$ cat config.mk
export PLATFORM = sky130hd
export DESIGN_NAME = mc_ctrl_flat
export DESIGN_NICKNAME = d
export VERILOG_FILES = /design/src/rtl/mc_ctrl_if.sv /design/src/rtl/mc_ctrl.sv /design/src/flat_wrapper.sv
export SDC_FILE = /design/constraint.sdc
export NUM_CORES = 1
export LEC_CHECK = 0
export CORE_MARGIN = 2
export CORE_UTILIZATION = 30
export DETAILED_ROUTE_END_ITERATION = 10
export GPL_ROUTABILITY_DRIVEN = 0
export REMOVE_ABC_BUFFERS = 1
export SYNTH_ARGS = -nofsm -noshare
export SYNTH_HDL_FRONTEND = slang
export SYNTH_SLANG_ARGS = --single-unit
$ cat constraint.sdc
create_clock -name clk -period 5.2 [get_ports clk]
set_clock_uncertainty 0.15 [all_clocks]
set_input_delay 0.78 -clock clk [delete_from_list [all_inputs] [get_ports clk]]
set_output_delay 0.78 -clock clk [all_outputs]
set_load 0.01 [all_outputs]
$ cat src/rtl/mc_ctrl_if.sv
// mc_ctrl_if : bundle between the multicycle control FSM and the datapath.
//
// master modport (controller side)
//   inputs : op[5:0], funct[5:0], zero, memready
//   outputs: memreq, memwrite, iord, irwrite, pcen, regwrite, regdst,
//            memtoreg, alusrca, alusrcb[1:0], aluop[1:0], signext,
//            shiftl16, pcsrc[1:0], link, err, state[3:0]
// slave modport (datapath side) sees the same signals with directions swapped.
interface mc_ctrl_if;
    logic [5:0] op;
    logic [5:0] funct;
    logic       zero;
    logic       memready;

    logic       memreq;
    logic       memwrite;
    logic       iord;
    logic       irwrite;
    logic       pcen;
    logic       regwrite;
    logic       regdst;
    logic       memtoreg;
    logic       alusrca;
    logic [1:0] alusrcb;
    logic [1:0] aluop;
    logic       signext;
    logic       shiftl16;
    logic [1:0] pcsrc;
    logic       link;
    logic       err;
    logic [3:0] state;

    modport master (
        input  op, funct, zero, memready,
        output memreq, memwrite, iord, irwrite, pcen, regwrite, regdst,
               memtoreg, alusrca, alusrcb, aluop, signext, shiftl16,
               pcsrc, link, err, state
    );

    modport slave (
        output op, funct, zero, memready,
        input  memreq, memwrite, iord, irwrite, pcen, regwrite, regdst,
               memtoreg, alusrca, alusrcb, aluop, signext, shiftl16,
               pcsrc, link, err, state
    );
endinterface

$ cat src/rtl/mc_ctrl.sv
// mc_ctrl : multicycle control FSM for the MIPS core. Sequences the shared
// ALU / register file / single-ported memory datapath over several cycles
// per instruction and flags a sticky error on illegal opcodes or when a
// memory access waits too long.
//
// Ports
//   clk    : clock, all state updates on the rising edge
//   reset  : synchronous, active-high; returns to FETCH, clears err
//   bus    : mc_ctrl_if.master (op/funct/zero/memready in, controls out)
//
// Parameters
//   WAIT_LIMIT : consecutive memory wait cycles tolerated before ERROR
//                (0 disables the timeout)
//
// Build option
//   MC_LINK_EN : when defined, adds JAL (op 000011) and JR (R-type funct
//                001000). When undefined, both decode to ERROR.
//
// States
//   state  | code | meaning
//   FETCH  |  0   | read instruction at PC, PC <= PC+4 on memready
//   DECODE |  1   | register read, precompute branch target
//   MEMADR |  2   | load/store effective address
//   MEMRD  |  3   | data memory read
//   MEMWB  |  4   | load writeback (rt <= MDR)
//   MEMWR  |  5   | data memory write
//   EXEC   |  6   | R-type ALU operation
//   ALUWB  |  7   | R-type writeback (rd)
//   BRANCH |  8   | BEQ/BNE compare, conditional PC load
//   IMMEX  |  9   | immediate ALU operation
//   IMMWB  | 10   | immediate writeback (rt)
//   JUMP   | 11   | PC <= jump target
//   JAL    | 12   | PC <= jump target, r31 <= PC (link build only)
//   JR     | 13   | PC <= rs (link build only)
//   ERROR  | 15   | sticky error, absorbing until reset
module mc_ctrl #(
    parameter int WAIT_LIMIT = 8
) (
    input  logic      clk,
    input  logic      reset,
    mc_ctrl_if.master bus
);

    typedef enum logic [3:0] {
        S_FETCH  = 4'd0,
        S_DECODE = 4'd1,
        S_MEMADR = 4'd2,
        S_MEMRD  = 4'd3,
        S_MEMWB  = 4'd4,
        S_MEMWR  = 4'd5,
        S_EXEC   = 4'd6,
        S_ALUWB  = 4'd7,
        S_BRANCH = 4'd8,
        S_IMMEX  = 4'd9,
        S_IMMWB  = 4'd10,
        S_JUMP   = 4'd11,
        S_JAL    = 4'd12,
        S_JR     = 4'd13,
        S_ERROR  = 4'd15
    } state_t;

    localparam logic [5:0] OP_RTYPE = 6'b000000;
    localparam logic [5:0] OP_J     = 6'b000010;
    localparam logic [5:0] OP_JAL   = 6'b000011;
    localparam logic [5:0] OP_BEQ   = 6'b000100;
    localparam logic [5:0] OP_BNE   = 6'b000101;
    localparam logic [5:0] OP_ADDI  = 6'b001000;
    localparam logic [5:0] OP_ADDIU = 6'b001001;
    localparam logic [5:0] OP_ORI   = 6'b001101;
    localparam logic [5:0] OP_LUI   = 6'b001111;
    localparam logic [5:0] OP_LW    = 6'b100011;
    localparam logic [5:0] OP_SW    = 6'b101011;
    localparam logic [5:0] FN_JR    = 6'b001000;

    // Moore outputs, registered together with the state
    typedef struct packed {
        logic       memreq;
        logic       memwrite;
        logic       iord;
        logic       regwrite;
        logic       regdst;
        logic       memtoreg;
        logic       alusrca;
        logic [1:0] alusrcb;
        logic [1:0] aluop;
        logic       signext;
        logic       shiftl16;
        logic [1:0] pcsrc;
        logic       link;
        logic       err;
    } ctrl_t;

    // Wait timer: loaded with WAIT_LIMIT on entry to a memory state and
    // counted down on each wait cycle; the wait cycle that sees it at 1 is
    // the WAIT_LIMIT-th one and raises the timeout.
    localparam int            TW       = (WAIT_LIMIT > 1) ? $clog2(WAIT_LIMIT + 1) : 1;
    localparam logic [TW-1:0] TMR_LOAD = TW'(WAIT_LIMIT);

    state_t        state;
    state_t        state_nx;
    ctrl_t         ctrl_q;
    logic [TW-1:0] wait_tmr;
    logic          waiting;
    logic          timeout;
    logic          pcen_m;

    function automatic logic is_mem(input state_t s);
        return (s == S_FETCH) || (s == S_MEMRD) || (s == S_MEMWR);
    endfunction

    function automatic ctrl_t decode_outs(input state_t s, input logic [5:0] op);
        ctrl_t c;
        c = '0;
        case (s)
            S_FETCH: begin
                c.memreq  = 1'b1;
                c.alusrcb = 2'b01;
            end
            S_DECODE: begin
                c.alusrcb = 2'b11;
                c.signext = 1'b1;
            end
            S_MEMADR: begin
                c.alusrca = 1'b1;
                c.alusrcb = 2'b10;
                c.signext = 1'b1;
            end
            S_MEMRD: begin
                c.memreq = 1'b1;
                c.iord   = 1'b1;
            end
            S_MEMWB: begin
                c.regwrite = 1'b1;
                c.memtoreg = 1'b1;
            end
            S_MEMWR: begin
                c.memreq   = 1'b1;
                c.memwrite = 1'b1;
                c.iord     = 1'b1;
            end
            S_EXEC: begin
                c.alusrca = 1'b1;
                c.aluop   = 2'b11;
            end
            S_ALUWB: begin
                c.regwrite = 1'b1;
                c.regdst   = 1'b1;
            end
            S_BRANCH: begin
                c.alusrca = 1'b1;
                c.aluop   = 2'b01;
                c.pcsrc   = 2'b01;
            end
            S_IMMEX: begin
                c.alusrca = 1'b1;
                c.alusrcb = 2'b10;
                case (op)
                    OP_ORI:  c.aluop    = 2'b10;
                    OP_LUI:  c.shiftl16 = 1'b1;
                    default: c.signext  = 1'b1;
                endcase
            end
            S_IMMWB: begin
                c.regwrite = 1'b1;
            end
            S_JUMP: begin
                c.pcsrc = 2'b10;
            end
`ifdef MC_LINK_EN
            S_JAL: begin
                c.pcsrc    = 2'b10;
                c.regwrite = 1'b1;
                c.link     = 1'b1;
            end
            S_JR: begin
                c.pcsrc = 2'b11;
            end
`endif
            S_ERROR: begin
                c.err = 1'b1;
            end
            default: ;
        endcase
        return c;
    endfunction

    assign waiting = is_mem(state) && !bus.memready;
    assign timeout = (WAIT_LIMIT != 0) && waiting && (wait_tmr == TW'(1));

    always_comb begin
        state_nx = state;
        case (state)
            S_FETCH: begin
                if (bus.memready)
                    state_nx = S_DECODE;
                else if (timeout)
                    state_nx = S_ERROR;
            end
            S_DECODE: begin
                case (bus.op)
                    OP_LW, OP_SW:                       state_nx = S_MEMADR;
                    OP_RTYPE: begin
                        if (bus.funct == FN_JR)
`ifdef MC_LINK_EN
                            state_nx = S_JR;
`else
                            state_nx = S_ERROR;
`endif
                        else
                            state_nx = S_EXEC;
                    end
                    OP_BEQ, OP_BNE:                     state_nx = S_BRANCH;
                    OP_ADDI, OP_ADDIU, OP_ORI, OP_LUI:  state_nx = S_IMMEX;
                    OP_J:                               state_nx = S_JUMP;
`ifdef MC_LINK_EN
                    OP_JAL:                             state_nx = S_JAL;
`endif
                    default:                            state_nx = S_ERROR;
                endcase
            end
            S_MEMADR: state_nx = (bus.op == OP_LW) ? S_MEMRD : S_MEMWR;
            S_MEMRD: begin
                if (bus.memready)
                    state_nx = S_MEMWB;
                else if (timeout)
                    state_nx = S_ERROR;
            end
            S_MEMWB:  state_nx = S_FETCH;
            S_MEMWR: begin
                if (bus.memready)
                    state_nx = S_FETCH;
                else if (timeout)
                    state_nx = S_ERROR;
            end
            S_EXEC:   state_nx = S_ALUWB;
            S_ALUWB:  state_nx = S_FETCH;
            S_BRANCH: state_nx = S_FETCH;
            S_IMMEX:  state_nx = S_IMMWB;
            S_IMMWB:  state_nx = S_FETCH;
            S_JUMP:   state_nx = S_FETCH;
`ifdef MC_LINK_EN
            S_JAL:    state_nx = S_FETCH;
            S_JR:     state_nx = S_FETCH;
`endif
            // ERROR and any unused code stay in / fall into ERROR
            default:  state_nx = S_ERROR;
        endcase
    end

    always_ff @(posedge clk) begin
        if (reset) begin
            state    <= S_FETCH;
            ctrl_q   <= decode_outs(S_FETCH, bus.op);
            wait_tmr <= TMR_LOAD;
        end else begin
            state  <= state_nx;
            ctrl_q <= decode_outs(state_nx, bus.op);
            if (is_mem(state_nx) && (state_nx != state))
                wait_tmr <= TMR_LOAD;
            else if (waiting && (wait_tmr != '0))
                wait_tmr <= wait_tmr - 1'b1;
        end
    end

    // PC load and IR load react to memready/zero in the same cycle
    always_comb begin
        pcen_m = 1'b0;
        case (state)
            S_FETCH:  pcen_m = bus.memready;
            S_BRANCH: pcen_m = (bus.op == OP_BNE) ? !bus.zero : bus.zero;
            S_JUMP:   pcen_m = 1'b1;
`ifdef MC_LINK_EN
            S_JAL:    pcen_m = 1'b1;
            S_JR:     pcen_m = 1'b1;
`endif
            default:  pcen_m = 1'b0;
        endcase
    end

    assign bus.irwrite  = (state == S_FETCH) && bus.memready;
    assign bus.pcen     = pcen_m;
    assign bus.state    = state;

    assign bus.memreq   = ctrl_q.memreq;
    assign bus.memwrite = ctrl_q.memwrite;
    assign bus.iord     = ctrl_q.iord;
    assign bus.regwrite = ctrl_q.regwrite;
    assign bus.regdst   = ctrl_q.regdst;
    assign bus.memtoreg = ctrl_q.memtoreg;
    assign bus.alusrca  = ctrl_q.alusrca;
    assign bus.alusrcb  = ctrl_q.alusrcb;
    assign bus.aluop    = ctrl_q.aluop;
    assign bus.signext  = ctrl_q.signext;
    assign bus.shiftl16 = ctrl_q.shiftl16;
    assign bus.pcsrc    = ctrl_q.pcsrc;
    assign bus.link     = ctrl_q.link;
    assign bus.err      = ctrl_q.err;

endmodule
$ cat src/flat_wrapper.sv
// flat-port wrapper written by rule: the top's interface ports become plain ports
module mc_ctrl_flat 
#(
    parameter int WAIT_LIMIT = 8
)
  (clk, reset, bus_op, bus_funct, bus_zero, bus_memready, bus_memreq, bus_memwrite, bus_iord, bus_irwrite, bus_pcen, bus_regwrite, bus_regdst, bus_memtoreg, bus_alusrca, bus_alusrcb, bus_aluop, bus_signext, bus_shiftl16, bus_pcsrc, bus_link, bus_err, bus_state);
  mc_ctrl_if bus_i ();
  input  logic clk;
  input  logic reset;
  input wire logic [$bits(bus_i.op)-1:0] bus_op;
  input wire logic [$bits(bus_i.funct)-1:0] bus_funct;
  input wire logic [$bits(bus_i.zero)-1:0] bus_zero;
  input wire logic [$bits(bus_i.memready)-1:0] bus_memready;
  output wire logic [$bits(bus_i.memreq)-1:0] bus_memreq;
  output wire logic [$bits(bus_i.memwrite)-1:0] bus_memwrite;
  output wire logic [$bits(bus_i.iord)-1:0] bus_iord;
  output wire logic [$bits(bus_i.irwrite)-1:0] bus_irwrite;
  output wire logic [$bits(bus_i.pcen)-1:0] bus_pcen;
  output wire logic [$bits(bus_i.regwrite)-1:0] bus_regwrite;
  output wire logic [$bits(bus_i.regdst)-1:0] bus_regdst;
  output wire logic [$bits(bus_i.memtoreg)-1:0] bus_memtoreg;
  output wire logic [$bits(bus_i.alusrca)-1:0] bus_alusrca;
  output wire logic [$bits(bus_i.alusrcb)-1:0] bus_alusrcb;
  output wire logic [$bits(bus_i.aluop)-1:0] bus_aluop;
  output wire logic [$bits(bus_i.signext)-1:0] bus_signext;
  output wire logic [$bits(bus_i.shiftl16)-1:0] bus_shiftl16;
  output wire logic [$bits(bus_i.pcsrc)-1:0] bus_pcsrc;
  output wire logic [$bits(bus_i.link)-1:0] bus_link;
  output wire logic [$bits(bus_i.err)-1:0] bus_err;
  output wire logic [$bits(bus_i.state)-1:0] bus_state;
  assign bus_i.op = bus_op;
  assign bus_i.funct = bus_funct;
  assign bus_i.zero = bus_zero;
  assign bus_i.memready = bus_memready;
  assign bus_memreq = bus_i.memreq;
  assign bus_memwrite = bus_i.memwrite;
  assign bus_iord = bus_i.iord;
  assign bus_irwrite = bus_i.irwrite;
  assign bus_pcen = bus_i.pcen;
  assign bus_regwrite = bus_i.regwrite;
  assign bus_regdst = bus_i.regdst;
  assign bus_memtoreg = bus_i.memtoreg;
  assign bus_alusrca = bus_i.alusrca;
  assign bus_alusrcb = bus_i.alusrcb;
  assign bus_aluop = bus_i.aluop;
  assign bus_signext = bus_i.signext;
  assign bus_shiftl16 = bus_i.shiftl16;
  assign bus_pcsrc = bus_i.pcsrc;
  assign bus_link = bus_i.link;
  assign bus_err = bus_i.err;
  assign bus_state = bus_i.state;
  mc_ctrl #(.WAIT_LIMIT(WAIT_LIMIT)) u_core (.clk(clk), .reset(reset), .bus(bus_i));
endmodule
==> flow_metrics.env, run 1 <==
export IMPL_run_status="finished clean"
export IMPL_cts_root_buf="clkbuf_8"
export IMPL_crit_path_start_kind="input port"
export IMPL_setup_viol=0
export IMPL_worstPathArrival_ps=3110
export IMPL_fin_crit_ps=4040
export IMPL_drive_gt1_share_pct=8.70
export IMPL_cts_resized=0
export IMPL_worst_pin_slew_ps=663
export IMPL_synthFlopType="dfxtp_1"
export IMPL_insertion_delay_ps=260
export IMPL_vdd_drop_max_v=0.000227
export IMPL_yosysMostFrequentCell="dfxtp_1"
export IMPL_via_per_inst=5.10
export IMPL_dieArea_um2=6160
export IMPL_fp_row_count=27
export IMPL_maxSlewViolCount=0
export IMPL_syn_inst=201
export IMPL_avgSynthCellArea_um2=8.28
export IMPL_worstSetupPathType="in -> out"
export IMPL_critPathRequiredTime_ps=4270
export IMPL_io_buffers=37
export IMPL_vias=1540
export IMPL_cts_buffers=3
export IMPL_track_usage_pct=12.8
export IMPL_yosys_top_cells_count="24 x dfxtp_1, 20 x nor2_1, 16 x nand2_1, 9 x inv_1, 7 x a21oi_1"
export IMPL_path_clk_slew_ps=80
export IMPL_power_density_nw_per_um2=625
export IMPL_maxSlewHeadroom_pct=55.5
export IMPL_grt_pass1_vias=1401
export IMPL_max_freq_ghz=0.247
export IMPL_layout_nets=249
export IMPL_grt_max_degree=20
export IMPL_dr_pass1_iters=4
export IMPL_totalPowerFinal_mw=1.33
export IMPL_clock_sinks=24
export IMPL_wirelength_um=3870
export IMPL_cts_tree="yes"
export IMPL_routedWlPerCell_um=12.8
export IMPL_setup_tns_ps=0
export IMPL_yosys_top_cells_area="dfxtp_1 29%, nor2_1 4.5%, nand2_1 3.6%"
export IMPL_post_cts_buffers=0
export IMPL_die_w_um=78.5
export IMPL_r2r_start="u_core.bus.state[1]$_SDFF_PP0_"
export IMPL_ys_seq_elements=24
export IMPL_r2r_cells=7
export IMPL_hold_depth=4
export IMPL_setup_worst_path_end_class="output port"
export IMPL_overflow=0
export IMPL_hp_class="reg -> reg"
export IMPL_rr_endpoint="u_core.bus.regwrite$_SDFF_PP0_"
export IMPL_area_growth_pct=27.7
export IMPL_hp_start="u_core.wait_tmr[1]$_SDFFE_PP0P_"
export IMPL_maxCapViolCount=0
export IMPL_grt_pass1_wl_um=6580
export IMPL_rsz0062_at_grt="false"
export IMPL_synth_cell_types=71
export IMPL_synth_seq_area_share_pct=28.9
export IMPL_yosysTopAreaCell="dfxtp_1"
export IMPL_crit_fanout=14
export IMPL_finalCritPeriodShare_pct=77.8
export IMPL_syn_area_um2=1660
export IMPL_initial_core_util_pct=30.6
export IMPL_rrSetupSlack_ps=2250
export IMPL_first_iter_violations=49
export IMPL_min_to="u_core.wait_tmr[1]$_SDFFE_PP0P_"
export IMPL_ios=39
export IMPL_yosysWarnings=0
export IMPL_antenna_cells=0
export IMPL_cts_buffer_depth=2
export IMPL_yosys_area_top_type_share_pct=28.9
export IMPL_fin_util_pct=39.1
export IMPL_drc=0
export IMPL_dp_hpwl_um=2840
export IMPL_synth_edf_count=0
export IMPL_ant_nets=0
export IMPL_core_area_um2=5440
export IMPL_p_leak_nw=0.771
export IMPL_htreeDepth=1
export IMPL_fill_cells=553
export IMPL_cts_hold_repair_buffers=0
export IMPL_synthArstFlopShare_pct=0
export IMPL_whs_ps=553
export IMPL_antenna_found_initial=0
export IMPL_hold_viol_final=0
export IMPL_die_h_um=78.5
-- how the worst max path moves through the flow --
stage	depth (start not counted)	slack [ps]	start	end
3_3_place_gp	7	1190	bus_op[2]	bus_pcen
2_1_floorplan	5	2330	bus_op[4]	bus_pcen
3_5_place_dp	7	1170	bus_op[2]	bus_pcen
4_1_cts	7	1160	bus_op[2]	bus_pcen
6_report	7	1160	bus_op[2]	bus_pcen
5_1_grt	7	1040	bus_op[2]	bus_pcen
-- power breakdown --
group | internal, mW | total, mW | switching (mW)
combinational | 0.392 | 0.848 | 0.456
clock | 0.103 | 0.159 | 0.0559
sequential | 0.241 | 0.322 | 0.0808
total | 0.735 | 1.33 | 0.593
-- cell families (layout without fill, tap and decap cells) --
logic type,after synthesis,count (layout),synth area share [%]
xor+xnor,7,7,3.68
buf+inv,22,51,6.69
compound gates,48,48,22.8
other cells,1,1,0.225
mux,3,3,2.63
fa+ha+maj,3,3,2.11
simple gates,93,93,33.0
flops,24,24,28.9
-- per-layer routing --
layer	part of all wire [%]	global-route usage [%]	vias up
met4	0.10	0.702	0
li1	-	-	804
met2	47	22.0	22
met3	3.1	2.64	2
met5	0	0	-
met1	50	17.3	712
-- layout by cell type (no fill, tap or decap), types with 3 or more instances in the layout --
master           Yosys  routed
a211oi_1             3       3
a21o_1               3       3
a21oi_1              7       7
and2_1               4       4
and3_1               4       4
clkbuf_8             0       3
clkdlybuf4s50_1      0      37
dfxtp_1             24      24
inv_1                9       9
nand2_1             16      16
nand2b_1             6       6
nand3_1              5       5
nand3b_1             3       3
nand4_1              5       5
nor2_1              20      20
nor2b_1              3       3
nor3_1               3       3
o211ai_1             3       3
o21ai_0              3       3
o311ai_0             3       3
or2_2                4       4
or3_1                3       3
xnor2_1              6       6
-- layout make-up --
type,count,area (um^2),share of cell area [%]
Clock buffer,3,41.3,1.94
Timing Repair Buffer,38,378,17.8
Sequential cell,24,480,22.6
Inverter,9,33.8,1.59
Clock inverter,1,30.0,1.41
Tap cell,72,90.1,4.24
Multi-Input combinational cell,155,1070,50.4
-- per-stage QoR --
stage                     worst slack, ps  instance area [um^2]  cells
after floorplan                      2330                  1590    188
after global placement               1190                  2050    298
after detailed placement             1170                  2050    298
after CTS                            1160                  2130    302
after global routing                 1040                  2130    302
final                                1160                  2130    302
-- registers in the layout, indices dropped and copies added, names as in the netlist, 2 cells and up --
name / flops
u_core.bus.state: 4
u_core.wait_tmr: 4
u_core.bus.alusrcb: 2
u_core.bus.aluop: 2
u_core.bus.pcsrc: 2
-- critical path, stage by stage --
cell and delay [ps]:
clkdlybuf4s50_1 750, nand2b_1 140, nor4_1 330, xor2_1 200, nand2_1 80, a311oi_1 260, clkdlybuf4s50_1 580
Power figures use the tool's default switching activity.
==> run 2: changes to the inputs <==
- clock period: 5.2 -> 3.5 ns (I/O delays scaled with it)
==> run 2 against run 1 <==
Clock-buffer cell count did not move. Routed wire length up 4.0%. Clock power grew 52%.
==> flow_metrics.env, run 2 (synthesized netlist as in run 1, its figures left out) <==
export IMPL_ant_nets=0
export IMPL_crit_fanout=4
export IMPL_antenna_found_initial=0
export IMPL_hp_class="reg -> reg"
export IMPL_rsz0062_at_grt="false"
export IMPL_path_clk_slew_ps=80
export IMPL_power_density_nw_per_um2=924
export IMPL_setup_viol=0
export IMPL_grt_pass1_vias=1514
export IMPL_slowest_delay_ps=590
export IMPL_crit_path_start_kind="input port"
export IMPL_totalPowerFinal_mw=2.04
export IMPL_post_cts_buffers=0
export IMPL_vdd_drop_max_v=0.000291
export IMPL_cts_tree="yes"
export IMPL_io_buffers=37
export IMPL_core_area_um2=5440
export IMPL_wirelength_um=4020
export IMPL_slowest_stage="clkdlybuf4s50_1"
export IMPL_p_int_mw=1.14
export IMPL_setup_worst_path_end_class="output port"
export IMPL_layout_commonest_cell="clkdlybuf4s50_1"
export IMPL_die_h_um=78.5
export IMPL_routedWlPerCell_um=12.9
export IMPL_max_freq_ghz=0.305
export IMPL_fin_util_pct=40.6
export IMPL_die_w_um=78.5
export IMPL_setup_slack_ps=219
export IMPL_initial_core_util_pct=30.6
export IMPL_met3_usage_pct=2.99
export IMPL_top_usage_layer="met2"
export IMPL_fin_crit_ps=3280
export IMPL_overflow=0
export IMPL_seqPwrFrac_pct=23.6
export IMPL_met1_usage_pct=17.6
export IMPL_pwr_share_comb_pct=64.6
export IMPL_grt_pass1_wl_um=6940
export IMPL_dieArea_um2=6160
export IMPL_track_usage_pct=13.7
export IMPL_dp_hpwl_um=2970
export IMPL_finalCritPeriodShare_pct=93.8
export IMPL_dp_slack_ps=144
export IMPL_layout_common_cells="37 x clkdlybuf4s50_1, 24 x dfxtp_1, 20 x nor2_1, 16 x nand2_1, 11 x buf_4"
export IMPL_grt_util_met2_pct=23.6
export IMPL_run_status="finished clean"
export IMPL_clock_sinks=24
export IMPL_rrSetupSlack_ps=690
export IMPL_hold_viol_final=0
export IMPL_vias=1632
export IMPL_area_growth_pct=32.6
export IMPL_cts_buffer_depth=2
export IMPL_insertion_delay_ps=270
export IMPL_maxSlewHeadroom_pct=57.9
export IMPL_antenna_cells=0
export IMPL_ios=39
export IMPL_drc=0
export IMPL_via_per_inst=5.23
export IMPL_critPathRequiredTime_ps=2820
export IMPL_worstSetupPathType="in -> out"
export IMPL_worstPathArrival_ps=2610
export IMPL_cts_root_buf="clkbuf_8"
export IMPL_htreeDepth=1
export IMPL_cpMostUsedCell="clkdlybuf4s50_1"
export IMPL_reg_top3="u_core.bus.state (4), u_core.wait_tmr (4)"
export IMPL_dr_pass1_iters=4
export IMPL_cts_buffers=3
export IMPL_maxSlewViolCount=0
export IMPL_p_switching_mw=0.899
export IMPL_maxCapViolCount=0
export IMPL_p_leak_nw=0.818
export IMPL_layout_nets=259
export IMPL_first_iter_violations=73
export IMPL_power_frac_clock_pct=11.9
export IMPL_setup_tns_ps=0
export IMPL_path_cells="clkdlybuf4s50_1, or2_2, nor4_2, xor2_1, nand2_1, a311oi_1, clkdlybuf4s50_1"
export IMPL_fp_row_count=27
export IMPL_drive_gt1_share_pct=12.9
export IMPL_p_sw_share_pct=44.1
export IMPL_grt_max_degree=19
export IMPL_worst_pin_slew_ps=631
-- run 2: final timing paths --
check                             startpoint                               to  cells past startpoint
max reg2reg   u_core.bus.state[0]$_SDFF_PP0_  u_core.wait_tmr[3]$_SDFFE_PP1P_                      9
min          u_core.wait_tmr[1]$_SDFFE_PP0P_  u_core.wait_tmr[1]$_SDFFE_PP0P_                      4
max                                bus_op[4]                         bus_pcen                      7
min reg2reg  u_core.wait_tmr[1]$_SDFFE_PP0P_  u_core.wait_tmr[1]$_SDFFE_PP0P_                      4
-- run 2: power by group through the flow --
stage	combinational (mW)	sequential, mW	clock [mW]
after floorplan	0.858	0.487	0
after global placement	1.31	0.486	0
after detailed placement	1.31	0.485	0
after CTS	1.32	0.479	0.247
after global routing	1.46	0.495	0.262
final	1.32	0.481	0.242
-- run 2: routing by layer --
metal | wire [um] | share of wire, %
met5 | 0 | 0
met3 | 213 | 5.3
met1 | 1870 | 46
met4 | 31 | 0.77
met2 | 1910 | 47
-- run 2: per-stage QoR --
| step | cell area (um^2) | instances | hold slack (ps) |
|---|---|---|---|
| 6_report | 2210 | 312 | 568 |
| 5_1_grt | 2210 | 312 | 635 |
| 3_5_place_dp | 2130 | 308 | 546 |
| 2_1_floorplan | 1590 | 188 | 444 |
| 4_1_cts | 2200 | 312 | 571 |
| 3_3_place_gp | 2130 | 308 | 532 |
-- run 2: layout make-up --
class,count,area [um^2]
fillers,564,3230
repair buffers,48,453
clock inverters,1,30.0
inverters,9,33.8
well taps,72,90.1
flip-flops and latches,24,480
clock buffers,3,41.3
multi-input cells,155,1080
-- run 2: critical path: cells and delay by family --
kind,cells,cell delay [ps]
buffers and inverters,2,1000
AND/OR/NAND/NOR,3,600
AO/OA/AOI/OAI,1,290
XOR/XNOR,1,190
-- run 2: what timing repair did --
item / in CTS / in global routing
gates resized for setup: 0 / 1
setup endpoints to repair: 0 / 1
hold buffers: 0 / 0
endpoints found under the hold margin: 0 / 0
